### config.mk
export PLATFORM = sky130hd
export DESIGN_NAME = bin_para_bcd
export DESIGN_NICKNAME = d
export VERILOG_FILES = /design/src/rtl/bin_para_bcd_pkg.sv /design/src/rtl/bin_para_bcd_ajuste.sv /design/src/rtl/bin_para_bcd.sv
export SDC_FILE = /design/constraint.sdc
export NUM_CORES = 1
export LEC_CHECK = 0
export CORE_ASPECT_RATIO = 1.75
export CORE_MARGIN = 2
export CORE_UTILIZATION = 39
export CTS_CLUSTER_SIZE = 20
export DETAILED_ROUTE_END_ITERATION = 16
export HOLD_SLACK_MARGIN = 0.05
export PLACE_DENSITY = 0.62
export SLEW_MARGIN = 20
export SYNTH_ARGS = -nofsm -noshare
export SYNTH_HDL_FRONTEND = slang
export SYNTH_SLANG_ARGS = --single-unit
### constraint.sdc
create_clock -name clk -period 1.5 [get_ports clk]
set_input_delay 0.15 -clock clk [delete_from_list [all_inputs] [get_ports clk]]
set_output_delay 0.15 -clock clk [all_outputs]
set_load 0.02 [all_outputs]
### src/rtl/bin_para_bcd_pkg.sv
// ---------------------------------------------------------------------------
// bin_para_bcd_pkg
// Shared definitions for the binary-to-BCD converter that drives the
// five-digit seven-segment display.
//   LIMITE / NBITS : default conversion range and shift-iteration count
//   BLANK / ERRO   : digit codes the display decoder renders as "blank" and
//                    as the error glyph
//   state_t        : converter FSM states
//   ajusta_digito  : the double-dabble "add 3 when >= 5" digit correction
// ---------------------------------------------------------------------------
package bin_para_bcd_pkg;

  // Largest value that fits in five decimal digits.
  localparam int unsigned LIMITE = 32'd99999;

  // Bits needed to represent LIMITE (2^17 = 131072 > 99999).
  localparam int unsigned NBITS = 32'd17;

  // Width of the BCD accumulator: five 4-bit digits.
  localparam int unsigned ACC_W = 32'd20;

  // Digit codes shared with the display decoder.
  localparam logic [3:0] BLANK = 4'd15;
  localparam logic [3:0] ERRO  = 4'd14;

  typedef enum logic [1:0] {
    IDLE  = 2'd0,
    SHIFT = 2'd1,
    DONE  = 2'd2
  } state_t;

  // A BCD digit that is 5 or more would become >= 10 after the next left
  // shift, so it is pre-corrected by +3 to carry into the next digit.
  function automatic logic [3:0] ajusta_digito(input logic [3:0] dig);
    logic [3:0] res;
    if (dig >= 4'd5) begin
      res = dig + 4'd3;
    end else begin
      res = dig;
    end
    return res;
  endfunction

endpackage

### src/rtl/bin_para_bcd_ajuste.sv
// ---------------------------------------------------------------------------
// bcd_ajuste
// Combinational correction of one BCD digit before a double-dabble shift.
//   dig_i : current accumulator digit
//   dig_o : dig_i + 3 when dig_i >= 5, otherwise dig_i unchanged
// ---------------------------------------------------------------------------
module bcd_ajuste
  import bin_para_bcd_pkg::*;
(
  input  logic [3:0] dig_i,
  output logic [3:0] dig_o
);

  // Digit correction ahead of the shift.
  always_comb begin
    dig_o = ajusta_digito(dig_i);
  end

endmodule

### src/rtl/bin_para_bcd.sv
// ---------------------------------------------------------------------------
// bin_para_bcd
// Sequential (shift-and-add-3) binary-to-BCD converter for the five-digit
// display. A request on start is taken only while idle; the value is then
// shifted NBITS times through a 20-bit BCD accumulator and the five digits
// are published together with a one-cycle done pulse. Values above LIMITE
// skip the conversion and publish the error glyph on every digit.
//
// Ports
//   clk      : single clock, rising edge
//   rst      : synchronous, active-high reset
//   start    : conversion request, sampled only in IDLE
//   valor    : 32-bit unsigned value to convert
//   busy     : high while the converter is not IDLE
//   done     : one-cycle pulse, digits/overflow just updated
//   overflow : last accepted valor exceeded LIMITE
//   d1..d5   : registered digits, d1 = units ... d5 = ten-thousands
// ---------------------------------------------------------------------------
module bin_para_bcd #(
  parameter int unsigned LIMITE = bin_para_bcd_pkg::LIMITE,
  parameter int unsigned NBITS  = bin_para_bcd_pkg::NBITS
) (
  input  logic        clk,
  input  logic        rst,
  input  logic        start,
  input  logic [31:0] valor,
  output logic        busy,
  output logic        done,
  output logic        overflow,
  output logic [3:0]  d1,
  output logic [3:0]  d2,
  output logic [3:0]  d3,
  output logic [3:0]  d4,
  output logic [3:0]  d5
);

  import bin_para_bcd_pkg::*;

  // Counter must hold the value NBITS itself.
  localparam int CNT_W  = $clog2(NBITS + 32'd1);
  localparam int WORD_W = 20 + NBITS;

  // FSM state
  state_t state_q;
  state_t state_d;

  // Datapath registers
  logic [NBITS-1:0] sr_q;     // binary shift register
  logic [19:0]      acc_q;    // BCD accumulator, 5 digits
  logic [CNT_W-1:0] cnt_q;    // remaining shift iterations

  // Output registers
  logic        busy_q;
  logic        done_q;
  logic        ovf_q;
  logic [19:0] disp_q;        // {d5,d4,d3,d2,d1}

  // Combinational helpers
  logic              range_err_s;
  logic              last_shift_s;
  logic [19:0]       acc_adj_s;
  logic [WORD_W-1:0] word_sh_s;
  logic [19:0]       acc_sh_s;
  logic [NBITS-1:0]  sr_sh_s;

  // The range check deliberately sees all 32 bits of valor; only the low
  // NBITS bits are ever loaded into the shift path.
  assign range_err_s  = (valor > LIMITE);
  assign last_shift_s = (cnt_q == CNT_W'(1));

  // One correction cell per accumulator digit.
  for (genvar g = 0; g < 5; g++) begin : g_ajuste
    bcd_ajuste u_ajuste (
      .dig_i (acc_q[4*g +: 4]),
      .dig_o (acc_adj_s[4*g +: 4])
    );
  end

  // Accumulator and shift register move left as a single word.
  assign word_sh_s = {acc_adj_s, sr_q} << 1;
  assign acc_sh_s  = word_sh_s[WORD_W-1:NBITS];
  assign sr_sh_s   = word_sh_s[NBITS-1:0];

  // FSM state register.
  always_ff @(posedge clk) begin
    if (rst) begin
      state_q <= IDLE;
    end else begin
      state_q <= state_d;
    end
  end

  // FSM next-state logic.
  always_comb begin
    state_d = state_q;
    case (state_q)
      IDLE: begin
        if (start) begin
          if (range_err_s) begin
            state_d = DONE;
          end else begin
            state_d = SHIFT;
          end
        end else begin
          state_d = IDLE;
        end
      end
      SHIFT: begin
        if (last_shift_s) begin
          state_d = DONE;
        end else begin
          state_d = SHIFT;
        end
      end
      DONE: begin
        state_d = IDLE;
      end
      default: begin
        state_d = IDLE;
      end
    endcase
  end

  // Conversion datapath and display registers. The digits and overflow are
  // written only on the edge that enters DONE, so the display never shows
  // partial accumulator contents.
  always_ff @(posedge clk) begin
    if (rst) begin
      sr_q   <= '0;
      acc_q  <= 20'd0;
      cnt_q  <= '0;
      ovf_q  <= 1'b0;
      disp_q <= {5{BLANK}};
      busy_q <= 1'b0;
      done_q <= 1'b0;
    end else begin
      case (state_q)
        IDLE: begin
          if (start && !range_err_s) begin
            sr_q  <= valor[NBITS-1:0];
            acc_q <= 20'd0;
            cnt_q <= CNT_W'(NBITS);
          end else if (start) begin
            disp_q <= {5{ERRO}};
            ovf_q  <= 1'b1;
          end
        end
        SHIFT: begin
          acc_q <= acc_sh_s;
          sr_q  <= sr_sh_s;
          cnt_q <= cnt_q - CNT_W'(1);
          if (last_shift_s) begin
            disp_q <= acc_sh_s;
            ovf_q  <= 1'b0;
          end
        end
        DONE: begin
          cnt_q <= '0;
        end
        default: begin
          cnt_q <= '0;
        end
      endcase
      // Status flags follow the state being entered so they stay registered.
      busy_q <= (state_d != IDLE);
      done_q <= (state_d == DONE);
    end
  end

  assign busy     = busy_q;
  assign done     = done_q;
  assign overflow = ovf_q;
  assign d1       = disp_q[3:0];
  assign d2       = disp_q[7:4];
  assign d3       = disp_q[11:8];
  assign d4       = disp_q[15:12];
  assign d5       = disp_q[19:16];

endmodule

## Word level (Yosys, flattened, before mapping)

Cells that the tools add are included.

- Register bits: 67
- Bits of input ports: 35
- Output and inout bits: 23
- Word-level logic and storage cells: 57

- $add $sub $neg: 6
- Magnitude comparators: 6
- Eq/ne operators: 7
- Mux-type cells: 23
- Reduce and logical (&&, ||, !) cells: 7

Operators by type and width:

| cell | count |
|---|---|
| 2-to-1 mux 20 bit | 4 |
| case mux 20 bit (2 select lines) | 2 |
| case mux 17 bit (2 select lines) | 1 |
| > comparator 32 x 17 -> 1 bit, second input constant | 1 |
| >= comparator 4 x 3 -> 1 bit, second input constant | 5 |
| 2-to-1 mux 17 bit | 1 |
| adder 4 x 2 -> 4 bit, second input constant | 4 |
| 2-to-1 mux 4 bit | 4 |
| case mux 5 bit (2 select lines) | 1 |
| != test 2 bit, second input constant | 4 |
| 2-to-1 mux 2 bit | 3 |
| equality test 5 x 1 -> 1 bit, second input constant | 1 |
| 2-to-1 mux 5 bit | 1 |
| subtractor 5 x 1 -> 5 bit, second input constant | 1 |
| case mux 2 bit (2 select lines) | 1 |
| AND reduction 4 bit | 1 |
| nonzero test 2 bit | 2 |
| adder 3 x 2 -> 3 bit, second input constant | 1 |
| 2-to-1 mux 1 bit | 3 |
| 2-to-1 mux 3 bit | 1 |
| equality test 2 x 1 -> 1 bit, second input constant | 1 |
| equality test 2 bit, second input constant | 1 |
| zero test 2 bit | 1 |
| case mux 1 bit (2 select lines) | 1 |
| 3 further kinds | 3 |

## Depth between registers and ports, before layout

- Depth in word-level cells: 5
- Depth in mapped cells: 8
- Mapped depth without buffers: 7

## Hierarchy

From an unflattened synthesis, not the netlist that was laid out.

- Cells, all modules: 375
- Area total of the unflattened synthesis: 3373.2 um^2

Modules (own cells, without submodules):

| module | instances | cells each | area an instance (um^2) | sequential area each (um^2) |
|---|---|---|---|---|
| bin_para_bcd | 1 | 295 | 2866.5 | 1341.3 |
| bcd_ajuste | 5 | 16 | 101.3 | 0.0 |

## Least setup slack after synthesis

Ideal clock, no wire load.

- Kind: in2reg
- From: input port valor[25]
- To: register acc_q[12]
- Setup time: 0.117 ns
- Arrival time: 1.424 ns
- Required time: 1.383 ns
- Path slack: -0.041 ns
- Cell stages on the path: 8
- Buffers on the path: 3
- Cells stage by stage: nor4_1 and4_1 buf_4 o2111a_1 buf_6 nor3_4 buf_6 a22o_1

- Word-level cells in the longest chain between the ends: 5

RTL lines:

| element | line | text |
|---|---|---|
| from (decl) | bin_para_bcd.sv:26 | `input logic [31:0] valor,` |
| > comparator 32 x 17 -> 1 bit | bin_para_bcd.sv:68 | `assign range_err_s = (valor > LIMITE);` |
| zero test 1 bit | bin_para_bcd.sv:139 | `if (start && !range_err_s) begin` |
| logical AND 1 bit | bin_para_bcd.sv:139 |  |
| != test 2 bit (no line) | -- |  |
| AND reduction 2 bit (no line) | -- |  |
| to (signal assigned) | bin_para_bcd.sv:149 | `acc_q <= acc_sh_s;` |
| to (decl) | bin_para_bcd.sv:49 | `logic [19:0] acc_q;` |

Every way passes these cells.
A chain may end at the register's enable or synchronous reset.

## Final worst setup path

- From: register ovf_q, in the netlist overflow
- To: output port overflow

RTL lines:

| element | line | text |
|---|---|---|
| from (decl) | bin_para_bcd.sv:55 | `logic ovf_q;` |
| from (signal assigned) | bin_para_bcd.sv:132 | `ovf_q <= 1'b0;` |
| from (signal assigned) | bin_para_bcd.sv:145 | `ovf_q <= 1'b1;` |
| from (signal assigned) | bin_para_bcd.sv:154 | `ovf_q <= 1'b0;` |
| to (decl) | bin_para_bcd.sv:29 | `output logic overflow,` |

No word-level cell between the ends.

==> impl_metrics.toml <==
[cts]
cts_tree = "built"
cts_sinks = 67
cts_max_level = 3
numCtsBuffers = 9
clkLatencyLatePin_ns = 0.33
cts.clk_slew.worst_paths_ns = 0.05
cts_max_path_buffers = 2
cts_hold_buffers = 0
root_buffer = "clkbuf_16"

[timing]
final-hold-violation-count = 0
min_period_ns = 1.473
hold-worst-slack_ns = 0.1274
period_share_pct = 98.17
setup_slack_ns = 0.02749
setup_viol = 0
fmax_ghz = 0.6791
fin_skew_ns = 0.004910
rsz0062_at_grt = "yes"
slew_headroom_pct = 57.41
slew_violations = 0
tightest_slew_ns = 0.6382

[critical_path]
endpoint = "overflow"
reg2reg_to = "acc_q[1]$_SDFFE_PP0P_"
path_buf_inv = 1
critPathSlowestCell = "clkdlybuf4s50_1"
r2r_slack_ns = 0.06
reg2reg_depth = 6
reg2reg_from = "state_q[0]$_SDFF_PP0_"
cp.depth = 1
path_delay_family = "buffers and inverters"
worstPathRequired_ns = 1.35
start_kind = "register"
crit_start = "overflow$_SDFFE_PP0P_"
critPathArrivalTime_ns = 1.32
path_cells = "clkdlybuf4s50_1"
slowest_delay_ns = 0.63
crit_fanout = 2
endpoint_kind = "primary output"
worstSetupPathType = "reg2out"

[synthesis]
seq_area_frac_synth_pct = 41.79
syn_area_mm2 = 0.003209
synth_top_cell_by_area = "dfxtp_1"
synth_common_cells = "dfxtp_1 (67), nand2_1 (43), nor3_1 (26)"
syn-num-nets = 397
ys_top_cells_by_area = "dfxtp_1 (42%), nand2_1 (5.0%), a311oi_2 (4.7%)"
ys_ff_latch = 67
synthFlopType = "dfxtp_1"
ys_types = 47
synth.most_common_cell = "dfxtp_1"
synth-async-reset-ratio_pct = 0
synth_edf_count = 0
ys_warn_count = 0
syn_inst = 350
yosysTopAreaCellShare_pct = 41.79
avgSynthCellArea_um2 = 9.170

[route]
vias = 3104
drt_wl_total_mm = 9.177
vias_per_cell = 5.664
drtAntennaViolNets = 0
first_pass_iters = 4
avgRoutedWirePerCell_um = 16.75
drt_iter0_drc = 153
drc = 0

[pwr]
p_int_uw = 3154
p_comb_share_pct = 8.2
switchingPower_uw = 916.6
p_leak_uw = 0.001897
seq_power_share_pct = 44.6
peakVddDrop_mv = 0.7059
power_switching_share_pct = 22.52
p_clk_share_pct = 47.2
power.density_mw_per_mm2 = 834.2

[finish]
layout-drive-gt1-share_pct = 32.53
nets = 502
synthToLayoutAreaGrowth_pct = 52.05
fillCellCount = 690
final_util_pct = 61.28
antenna_cells = 0

[floorplan]
core-area_mm2 = 0.007963
rows = 43
die_h_um = 124.0
io_pins = 58
dieArea_mm2 = 0.009000
die_x_um = 72.58
start_util_pct = 40.30

[placed_design]
gp_congestion = 0.8646
dp_hpwl_mm = 6.233
pre_cts_ws_ns = -0.6018
placement.io_buffers = 57

[global_route]
grt_pass1_wl_mm = 14.94
grt_usage_pct = 21.47
grt_start_max_net_pins = 20
grt_pass1_vias = 3111
antenna_found_initial = 0
grt_overflow = 0

[worst_hold_path]
min_path_type = "in2reg"
holdPathStages = 3

[status]
status = "finished clean"

[run]
maxCapViolCount = 0
metrics by stage:
step | instances | power [uW] | TNS [ns] | area [um2]
6_report | 548 | 4071 | 0 | 4880
3_5_place_dp | 527 | 2180 | -32.63 | 4218
4_1_cts | 547 | 4092 | -0.001829 | 4682
3_3_place_gp | 527 | 2179 | -30.52 | 4218
5_1_grt | 548 | 4199 | -0.03027 | 4880
2_1_floorplan | 350 | 1971 | -0.1731 | 3217
timing repair:
action                     in CTS  in global routing
setup buffers                   4                  1
hold endpoints to repair        0                  0
gates resized for setup        66                 66
pin swaps                      20                 20
cloned                          2                  0
setup endpoints to repair      64                 54
logic make-up after synthesis:
| logic type | after synthesis | share of synthesized area [%] |
|---|---|---|
| AND/OR/NAND/NOR | 128 | 19.18 |
| AO/OA/AOI/OAI | 89 | 23.51 |
| flip-flops | 67 | 41.79 |
| buffers and inverters | 35 | 5.263 |
| adder cells (fa/ha/maj) | 12 | 4.678 |
| multiplexers | 10 | 3.119 |
| XOR/XNOR | 9 | 2.456 |
worst min path at each step:
stage	from	endpoint	slack, ns
floorplan	valor[0]	sr_q[0]$_SDFFE_PP0P_	0.31
global placement	disp_q[10]$_SDFFE_PP1P_	disp_q[10]$_SDFFE_PP1P_	0.45
detailed placement	disp_q[17]$_SDFFE_PP1P_	disp_q[17]$_SDFFE_PP1P_	0.45
CTS	rst	overflow$_SDFFE_PP0P_	0.15
global route	valor[10]	sr_q[10]$_SDFFE_PP0P_	0.14
finish	valor[10]	sr_q[10]$_SDFFE_PP0P_	0.13
power groups by stage:
| stage | registers (uW) | clock network (uW) | logic [uW] |
|---|---|---|---|
| final | 1810 | 1920 | 335 |
| after global routing | 1810 | 2030 | 357 |
| after CTS | 1810 | 1950 | 332 |
| after detailed placement | 1850 | 0 | 330 |
| after global placement | 1850 | 0 | 329 |
| after floorplan | 1870 | 0 | 101 |
flip-flops by register name, indices dropped and copies added, names as in the netlist:
name / cells
acc_q: 20
busy: 1
cnt_q: 5
disp_q: 20
done: 1
overflow: 1
sr_q: 17
state_q: 2
area by class of cell:
cell class              instances  area (um2)  area share [%]
multi-input cells             248        2002           41.03
flip-flops and latches         67        1350           27.67
repair buffers                114        1091           22.36
clock buffers                  11       252.7           5.179
well taps                      90       112.6           2.308
inverters                      15       56.30           1.154
clock inverters                 3       15.01          0.3077
layer usage:
| layer | vias to the layer above | global-route usage, % | routed length (um) |
|---|---|---|---|
| met5 | - | 0 | 0 |
| met1 | 1521 | 23.97 | 3672 |
| met2 | 69 | 39.60 | 5027 |
| met4 | 0 | 7.523 | 166 |
| li1 | 1497 | - | - |
| met3 | 17 | 4.207 | 310 |
layout by cell type (no fill, tap or decap), types with 6 or more instances in the layout:
master            n
a31oi_1           6
nand2_1          39
a21oi_1          12
mux2i_1           8
a311oi_2         13
nand3_1          15
ha_1              8
dfxtp_1          60
clkbuf_16        10
nor2_1           18
o22a_1           10
inv_1            10
clkdlybuf4s15_1  10
clkdlybuf4s50_1  28
buf_12            6
a22o_1           16
nor3_1           19
buf_4            43
dlygate4sd2_1    11
dfxtp_2           7
(Power assumes the default switching activity.)
